--- src/rtl/tts_pkg.sv ---
// Shared types and helpers for the truth-table sequencer.
package tts_pkg;

  typedef enum logic [1:0] {
    StIdle    = 2'd0,
    StWait    = 2'd1,
    StCapture = 2'd2,
    StDone    = 2'd3
  } tts_state_e;

  // Depth of the truth table for a function with n_in inputs.
  function automatic int unsigned table_w(input int unsigned n_in);
    return 32'd1 << n_in;
  endfunction

endpackage

--- src/rtl/truth_table_sequencer_if.sv ---
// Host/function-side bundle of the truth-table sequencer.
interface truth_table_sequencer_if
  import tts_pkg::*;
#(
  parameter int unsigned N_IN = 2
) ();

  localparam int unsigned TableW = table_w(N_IN);

  logic              start;
  logic              abort;
  logic [TableW-1:0] expected;
  logic              s_in;
  logic [N_IN-1:0]   vec;
  logic              busy;
  logic              done;
  logic [TableW-1:0] table_out;
  logic              match;
  logic [N_IN-1:0]   first_fail;
  logic              fail_valid;

  // Host plus function under test.
  modport master (
    output start, abort, expected, s_in,
    input  vec, busy, done, table_out, match, first_fail, fail_valid
  );

  modport slave (
    input  start, abort, expected, s_in,
    output vec, busy, done, table_out, match, first_fail, fail_valid
  );

endinterface

--- src/rtl/settle_timer.sv ---
// Loadable down-counter; zero flags the end of a vector's settle window.
module settle_timer #(
  parameter int unsigned SETTLE = 1
) (
  input  logic clk,
  input  logic reset,
  input  logic load,
  input  logic dec,
  output logic zero
);

  localparam int unsigned CntW = $clog2(SETTLE + 1);
  // Loading SETTLE-1 makes zero assert on the SETTLE-th cycle after load.
  localparam logic [CntW-1:0] LoadVal = CntW'(SETTLE - 1);

  logic [CntW-1:0] count_q, count_d;

  always_comb begin
    count_d = count_q;
    if (load) begin
      count_d = LoadVal;
    end else if (dec && (count_q != '0)) begin
      count_d = count_q - 1'b1;
    end
  end

  always_ff @(posedge clk or posedge reset) begin
    if (reset) begin
      count_q <= '0;
    end else begin
      count_q <= count_d;
    end
  end

  assign zero = (count_q == '0);

endmodule

--- src/rtl/truth_table_sequencer.sv ---
// Sweeps all input vectors of a combinational block, captures its output
// into a table and compares it against a golden table.
module truth_table_sequencer
  import tts_pkg::*;
#(
  parameter int unsigned N_IN   = 2,
  parameter int unsigned SETTLE = 1
) (
  input logic                     clk,
  input logic                     reset,
  truth_table_sequencer_if.slave  bus
);

  localparam int unsigned       TableW  = table_w(N_IN);
  localparam logic [N_IN-1:0]   LastIdx = '1;
  localparam tts_state_e        StVec   = (SETTLE == 0) ? StCapture : StWait;

  tts_state_e        state_q, state_d;
  logic [N_IN-1:0]   idx_q, idx_d;
  logic [TableW-1:0] exp_q, exp_d;
  logic [TableW-1:0] table_q, table_d;
  logic [N_IN-1:0]   first_fail_q, first_fail_d;
  logic              fail_valid_q, fail_valid_d;
  logic              match_q, match_d;
  logic              timer_load, timer_dec, settle_zero;

  if (SETTLE > 0) begin : g_timer
    settle_timer #(
      .SETTLE (SETTLE)
    ) u_settle_timer (
      .clk   (clk),
      .reset (reset),
      .load  (timer_load),
      .dec   (timer_dec),
      .zero  (settle_zero)
    );
  end else begin : g_no_timer
    logic unused_timer;
    assign unused_timer = timer_load ^ timer_dec;
    assign settle_zero  = 1'b1;
  end

  always_comb begin
    state_d      = state_q;
    idx_d        = idx_q;
    exp_d        = exp_q;
    table_d      = table_q;
    first_fail_d = first_fail_q;
    fail_valid_d = fail_valid_q;
    match_d      = match_q;
    timer_load   = 1'b0;
    timer_dec    = 1'b0;

    unique case (state_q)
      StIdle: begin
        if (bus.start && !bus.abort) begin
          exp_d        = bus.expected;
          table_d      = '0;
          first_fail_d = '0;
          fail_valid_d = 1'b0;
          match_d      = 1'b0;
          idx_d        = '0;
          timer_load   = 1'b1;
          state_d      = StVec;
        end
      end
      StWait, StCapture: begin
        if (bus.abort) begin
          state_d      = StIdle;
          idx_d        = '0;
          table_d      = '0;
          first_fail_d = '0;
          fail_valid_d = 1'b0;
          match_d      = 1'b0;
        end else if (state_q == StWait) begin
          if (settle_zero) begin
            state_d = StCapture;
          end else begin
            timer_dec = 1'b1;
          end
        end else begin
          table_d[idx_q] = bus.s_in;
          // Only the lowest failing index is recorded.
          if ((bus.s_in != exp_q[idx_q]) && !fail_valid_q) begin
            first_fail_d = idx_q;
            fail_valid_d = 1'b1;
          end
          if (idx_q == LastIdx) begin
            state_d = StDone;
            match_d = (table_d == exp_q);
          end else begin
            idx_d      = idx_q + 1'b1;
            timer_load = 1'b1;
            state_d    = StVec;
          end
        end
      end
      StDone: begin
        state_d = StIdle;
      end
      default: begin
        state_d = StIdle;
      end
    endcase
  end

  always_ff @(posedge clk or posedge reset) begin
    if (reset) begin
      state_q      <= StIdle;
      idx_q        <= '0;
      exp_q        <= '0;
      table_q      <= '0;
      first_fail_q <= '0;
      fail_valid_q <= 1'b0;
      match_q      <= 1'b0;
    end else begin
      state_q      <= state_d;
      idx_q        <= idx_d;
      exp_q        <= exp_d;
      table_q      <= table_d;
      first_fail_q <= first_fail_d;
      fail_valid_q <= fail_valid_d;
      match_q      <= match_d;
    end
  end

  assign bus.vec        = idx_q;
  assign bus.busy       = (state_q == StWait) || (state_q == StCapture);
  assign bus.done       = (state_q == StDone);
  assign bus.table_out  = table_q;
  assign bus.match      = match_q;
  assign bus.first_fail = first_fail_q;
  assign bus.fail_valid = fail_valid_q;

endmodule

--- src/flat_wrapper.sv ---
// flat-port wrapper written by rule: the top's interface ports become plain ports
module truth_table_sequencer_flat import tts_pkg::*;
#(
  parameter int unsigned N_IN   = 2,
  parameter int unsigned SETTLE = 1
)
  (clk, reset, bus_start, bus_abort, bus_expected, bus_s_in, bus_vec, bus_busy, bus_done, bus_table_out, bus_match, bus_first_fail, bus_fail_valid);
  truth_table_sequencer_if #(.N_IN(N_IN)) bus_i ();
  input logic clk;
  input logic reset;
  input wire logic [$bits(bus_i.start)-1:0] bus_start;
  input wire logic [$bits(bus_i.abort)-1:0] bus_abort;
  input wire logic [$bits(bus_i.expected)-1:0] bus_expected;
  input wire logic [$bits(bus_i.s_in)-1:0] bus_s_in;
  output wire logic [$bits(bus_i.vec)-1:0] bus_vec;
  output wire logic [$bits(bus_i.busy)-1:0] bus_busy;
  output wire logic [$bits(bus_i.done)-1:0] bus_done;
  output wire logic [$bits(bus_i.table_out)-1:0] bus_table_out;
  output wire logic [$bits(bus_i.match)-1:0] bus_match;
  output wire logic [$bits(bus_i.first_fail)-1:0] bus_first_fail;
  output wire logic [$bits(bus_i.fail_valid)-1:0] bus_fail_valid;
  assign bus_i.start = bus_start;
  assign bus_i.abort = bus_abort;
  assign bus_i.expected = bus_expected;
  assign bus_i.s_in = bus_s_in;
  assign bus_vec = bus_i.vec;
  assign bus_busy = bus_i.busy;
  assign bus_done = bus_i.done;
  assign bus_table_out = bus_i.table_out;
  assign bus_match = bus_i.match;
  assign bus_first_fail = bus_i.first_fail;
  assign bus_fail_valid = bus_i.fail_valid;
  truth_table_sequencer #(.N_IN(N_IN), .SETTLE(SETTLE)) u_core (.clk(clk), .reset(reset), .bus(bus_i));
endmodule
--- config.mk ---
export PLATFORM = sky130hd
export DESIGN_NAME = truth_table_sequencer_flat
export DESIGN_NICKNAME = d
export VERILOG_FILES = /design/src/rtl/tts_pkg.sv /design/src/rtl/truth_table_sequencer_if.sv /design/src/rtl/settle_timer.sv /design/src/rtl/truth_table_sequencer.sv /design/src/flat_wrapper.sv
export SDC_FILE = /design/constraint.sdc
export NUM_CORES = 1
export LEC_CHECK = 0
export BUFFER_PORTS_ARGS = -buffer_cell sky130_fd_sc_hd__buf_2
export CORE_MARGIN = 2
export CORE_UTILIZATION = 50
export CTS_CLUSTER_DIAMETER = 100
export DETAILED_ROUTE_END_ITERATION = 6
export PLACE_DENSITY = 0.73
export RECOVER_POWER = 50
export SLEW_MARGIN = 20
export SYNTH_ARGS = -nofsm -noshare
export SYNTH_HDL_FRONTEND = slang
export SYNTH_HIERARCHICAL = 1
export SYNTH_SLANG_ARGS = --single-unit
--- constraint.sdc ---
create_clock -name clk -period 1.9 [get_ports clk]
set_input_delay 0.095 -clock clk [delete_from_list [all_inputs] [get_ports clk]]
set_output_delay 0.095 -clock clk [all_outputs]
set_load 0.05 [all_outputs]
# Word level (Yosys, flattened, before mapping)
# Index checks and enable logic that the tools add are counted.
# W data, S select, Z words.
[classes]
n_mux = 44
eq_ne = 12
n_addsub = 2
n_lt_le_gt_ge = 2
reduce_logical = 17
[ops]
columns = ["operator", "count"]
rows = [
  ["$mux W2", 12],
  ["$mux W1", 19],
  ["$mux W4", 3],
  ["$reduce_and A4 Y1", 3],
  ["$pmux W2 S2", 2],
  ["$pmux W4 S2", 1],
  ["$eq A2 B2 Y1 const B", 3],
  ["$ne A3 B2 Y1 const B", 2],
  ["$ne A3 B3 Y1 const B", 2],
  ["$pmux W1 S2", 3],
  ["$pmux W2 S3", 1],
  ["$bwmux W4", 1],
  ["$eq A4 B4 Y1", 1],
  ["$logic_and A1 B1 Y1", 4],
  ["$ne A4 B4 Y1 const B", 1],
  ["$reduce_and A2 Y1", 2],
  ["$reduce_bool A2 Y1", 2],
  ["$lt A2 B3 Y1 const B", 1],
  ["$reduce_and A3 Y1", 1],
  ["$add A2 B1 Y2 const B", 1],
  ["$bmux W1 S2", 1],
  ["$demux W1 S2", 1],
  ["$eq A2 B1 Y1 const B", 1],
  ["$ge A2 B1 Y1 const B", 1],
  ["7 further kinds", 8],
]
[totals]
regBits = 17
inputBits = 9

# Longest topological paths before layout
[logic_depth]
word_depth = 10
ltp_mapped = 7
ltp_nobuf = 6

# Modules after synthesis
# The synthesis kept the hierarchy.
[by_module_without_submodules]
columns = ["module", "seq_area_each_um2", "area_per_inst_um2", "cells_per_inst", "n_inst"]
rows = [
  ["truth_table_sequencer", 400.4, 1087.3, 97, 1],
  ["settle_timer", 25.0, 45.0, 4, 1],
]

# Least setup slack after synthesis
# Ideal clock, no wire load.
[synth_timing]
path_kind = "register to register"
startpoint = "reg u_core.state_q[0]"
endpoint = "reg u_core.idx_q[0], in the netlist u_core/bus.vec[0]"
path_stages_with_launch = 7
required_ns = 1.775
synth_period_minus_slack_ns = 2.094
arrival_time_ns = 1.969
path_slack_ns = -0.194
path_cell_list = "dfrtp_1 -> inv_1 -> ha_1 -> inv_2 -> o32a_4 -> a21o_1 -> mux2_2"
[synth_via]
elab_chain_cells = 4
[synth_lines]
columns = ["element", "line", "text"]
rows = [
  ["from (decl)", "truth_table_sequencer.sv:18", "tts_state_e state_q, state_d;"],
  ["from (signal assigned)", "truth_table_sequencer.sv:109", "state_q <= StIdle;"],
  ["from (signal assigned)", "truth_table_sequencer.sv:117", "state_q <= state_d;"],
  ["$eq A2 B2 Y1 / $eq A2 B1 Y1 (equally long branches)", "truth_table_sequencer.sv:54, truth_table_sequencer.sv:75", ""],
  ["$reduce_or A2 Y1", "truth_table_sequencer.sv:54", "unique case (state_q)"],
  ["$ne A3 B3 Y1 (no source line) / $reduce_bool A2 Y1 (equally long branches)", "n/a", ""],
  ["$reduce_and A4 Y1 (no source line)", "n/a", ""],
  ["to (signal assigned)", "truth_table_sequencer.sv:118", "idx_q <= idx_d;"],
  ["to (decl)", "truth_table_sequencer.sv:19", "logic [N_IN-1:0] idx_q, idx_d;"],
]
# Parallel ways exist; a longest one is shown, timed or not.
# A chain may end at the register's enable or synchronous reset.

# Worst setup path in the final report
# Same ends and word-level chain as after synthesis.

==> key figures <==
STA
  • Worst rel slew slack: 60.2%
  • Final min period: 1.81 ns
  • Max-slew violations: 0
  • Endpoints failing setup: 0
  • RSZ-0062 raised after global routing: no
  • Final setup margin: 0.0920 ns
  • Slew @ Worst Pin: 0.599 ns
  • Setup TNS: 0 ns
  • Clock Skews: 0.00592 ns
  • Fin. Hold Viols: 0
  • Final Cycle Share: 95.2%
  • Fmax: 0.553 GHz

Yosys
  • Primary FF master, synth: dfrtp_1
  • Largest family of logic cells by synthesized area: simple AND/OR/NAND/NOR gates
  • Synth Area per Inst: 11.2 um2
  • Mapped Cells: 101
  • Async SR Flop Fraction: 100%
  • Net Count, Synth: 118
  • Mux contribution to synthesized area: 10.5%
  • Top cells by area, synth: dfrtp_1, ha_1, mux2_1
  • Top cell type's share of synthesized area: 37.6%
  • XOR/XNOR share of the synthesized area: 4.53%
  • Post-synthesis compound-gate area fraction: 16.6%
  • Adder-Cell Fraction of Synth Area: 8.84%
  • Number of synthesized flops with an enable pin: 0
  • Register area share after synthesis: 37.6%
  • Mapped cell area: 1130 um2
  • Synth warn: 6
  • Synthesized flop and latch total: 17
  • Synth cell types: 45
  • Post-synth top area cell: dfrtp_1
  • Simple logic cell fraction of the synthesized area: 17.0%

Worst setup path
  • CP max stage delay: 0.42 ns
  • Setup crit start kind: flop
  • CP endpoint kind: flop
  • Worst path cell trace: inv_1 -> ha_4 -> inv_2 -> o32a_4 -> a21o_1 -> mux2_2
  • Reg2reg setup slack: 0.09 ns
  • Delay-heaviest family, CP: compound AO/OA/AOI/OAI gates
  • Worst reg2reg path endpoint: u_core/bus.vec[0]
  • R2R cell count: 6
  • Worst EP arrival: 2.00 ns
  • Crit-path slowest cell: dfrtp_1
  • CP Buf/Inv Count: 2
  • Worst reg2reg startpoint: u_core/state_q[0]
  • CP Class: reg -> reg
  • Critical path peak fanout: 6
  • WP data required: 2.09 ns

Power and ir drop
  • Total power: 0.00230 W
  • Power Density: 1760 nW/um2
  • Leak: 0.599 nW
  • VDD IR max: 0.000967 V

Finish
  • Final net count: 144
  • FF+latch area: 425 um2
  • Finished Core Util: 60.1%
  • Fill count: 209
  • Multi-input gate area: 663 um2
  • Share of cells above drive strength 1: 26.2%
  • Ant diodes: 0
  • Synth-to-layout area growth: 15.2%

Placed design
  • # port buffers: 20
  • GPL Wtd Cong: 0.809
  • Post-DP HPWL: 1690 um
  • Placement Setup Slack: 0.110 ns

GRT
  • Most Used Layer, Global Route: met2
  • Initial antenna violation count: 0
  • Pin count of the biggest net entering global routing: 17
  • Grt total ovfl: 0
  • Met1 Usage GRT: 27.5%
  • Number of global-route vias before repair: 858
  • Total track usage: 19.6%
  • Global-route wire length before repair: 3880 um
  • Met2 Use GR: 30.6%
  • Met3 Use GR: 2.01%

Run
  • Max Cap Viol: 0

Route
  • DRT Pass-1 Iters: 4
  • Post-DRT Antenna Nets: 0
  • DR WL/cell: 14.2 um
  • Total Wirelength: 2180 um
  • DR DRC count: 0
  • Number of DRC markers in iteration 0: 9
  • Vias: 828
  • Vias per cell: 5.38

Floorplan
  • Die area: 2660 um2
  • Top Ports: 21
  • Die width: 51.6 um
  • Row count: 17
  • Initial Util: 52.2%
  • Placeable Area: 2170 um2
  • Die H: 51.6 um

Clock tree
  • Post-cts resize count: 0
  • Clk sinks: 17
  • Clk_lat worst skew: 0.30 ns
  • CTS root buf: clkbuf_4
  • Reg clk slew, reported paths: 0.10 ns
  • H-tree levels: 1
  • CTS tree: yes
  • Num CTS Buffers: 3
  • Clk buf depth: 2

Min path
  • Worst hold endpoint: u_core/exp_q[3]
  • Worst Hold Launch: bus_expected[3]
  • Min-delay worst type: in -> reg
  • Cell depth of the worst hold path: 2

Status
  • Run status: finished, final reports clean
## worst register-to-register path: cells and delay by family, from the launching register on
kind / cells / cell delay [ns]
adders and majority gates: 1 / 0.31
muxes: 1 / 0.26
DFF: 1 / 0.42
buffers and inverters: 2 / 0.14
AOI/OAI and AO/OA: 2 / 0.57
## repair_timing
action,in CTS,in global routing
hold buffers,1,0
setup buffers,0,0
hold endpoints to repair,17,0
## cell usage after synthesis, drive strengths merged, types with 3 or more instances
cell	instances
a22o	3
dfrtp	17
ha	8
inv	10
mux2	5
mux2i	4
nand2	5
nor2b	4
nor3b	3
o21ai	4
xnor2	3
## registers in the layout (all words and copies together) (netlist names)
name,count
u_core/bus.first_fail,2
u_core/bus.match,1
u_core/state_q,2
u_core/exp_q,4
u_core/bus.table_out,4
u_core/bus.fail_valid,1
u_core/bus.vec,2
u_core/g_timer.u_settle_timer/count_q,1
## logic make-up after synthesis
group / count (synthesis)
buffers and inverters: 12
muxes: 10
AOI/OAI and AO/OA: 22
and+or+nand+nor: 27
xor gates and xnor gates: 5
DFF: 17
adders and majority gates: 8
## area by class of cell
class,instances,area share (%)
Sequential cell,17,32.6
Timing Repair Buffer,23,9.01
Multi-Input combinational cell,72,50.8
Tap cell,28,2.68
Clock buffer,4,2.01
Inverter,10,2.88
## layout by cell type, fill, tap and decap left out, types with 2 or more instances in the layout
master	count
o211ai_2	2
nor2_1	2
o21ai_0	3
buf_2	14
clkbuf_4	3
dfrtp_1	17
o2bb2ai_1	2
nand2_1	5
mux2_1	4
nor3b_1	2
a22o_1	3
ha_1	7
buf_4	2
o21a_1	2
mux2i_1	4
nand4b_1	2
a21oi_1	2
xnor2_1	3
clkbuf_1	7
nand2b_1	2
nor2b_1	2
inv_1	9
## metrics by stage
step	instance area (um2)	hold WS, ns	cells
6_report	1310	0.00944	154
5_1_grt	1310	0.0115	154
4_1_cts	1310	0.00736	154
3_5_place_dp	1280	-0.0549	149
3_3_place_gp	1280	-0.0628	149
2_1_floorplan	1140	-0.176	101
## power by group
group,total (W),internal (W),switching (W)
clock,0.000198,0.0000819,0.000116
combinational,0.00149,0.000624,0.000871
sequential,0.000607,0.000480,0.000127
total,0.00230,0.00119,0.00111
## routing by layer
metal	part of all wire, %	routed length [um]
met1	48	1050
met2	46	1010
met3	3.5	77
met4	2.2	48
met5	0	0
## how the worst max path moves through the flow
stage	from	endpoint	slack [ns]	cells after the start
finish	u_core/state_q[0]	u_core/bus.vec[0]	0.09	6
global route	u_core/state_q[0]	u_core/bus.vec[0]	0.008	6
CTS	u_core/state_q[0]	u_core/bus.vec[0]	0.1	6
detailed placement	u_core/state_q[0]	u_core/bus.vec[0]	0.11	6
global placement	u_core/state_q[0]	u_core/bus.vec[0]	0.16	6
floorplan	u_core/bus.vec[0]	u_core/bus.fail_valid	0.009	4
No activity file was read; power rests on OpenSTA's default activity.
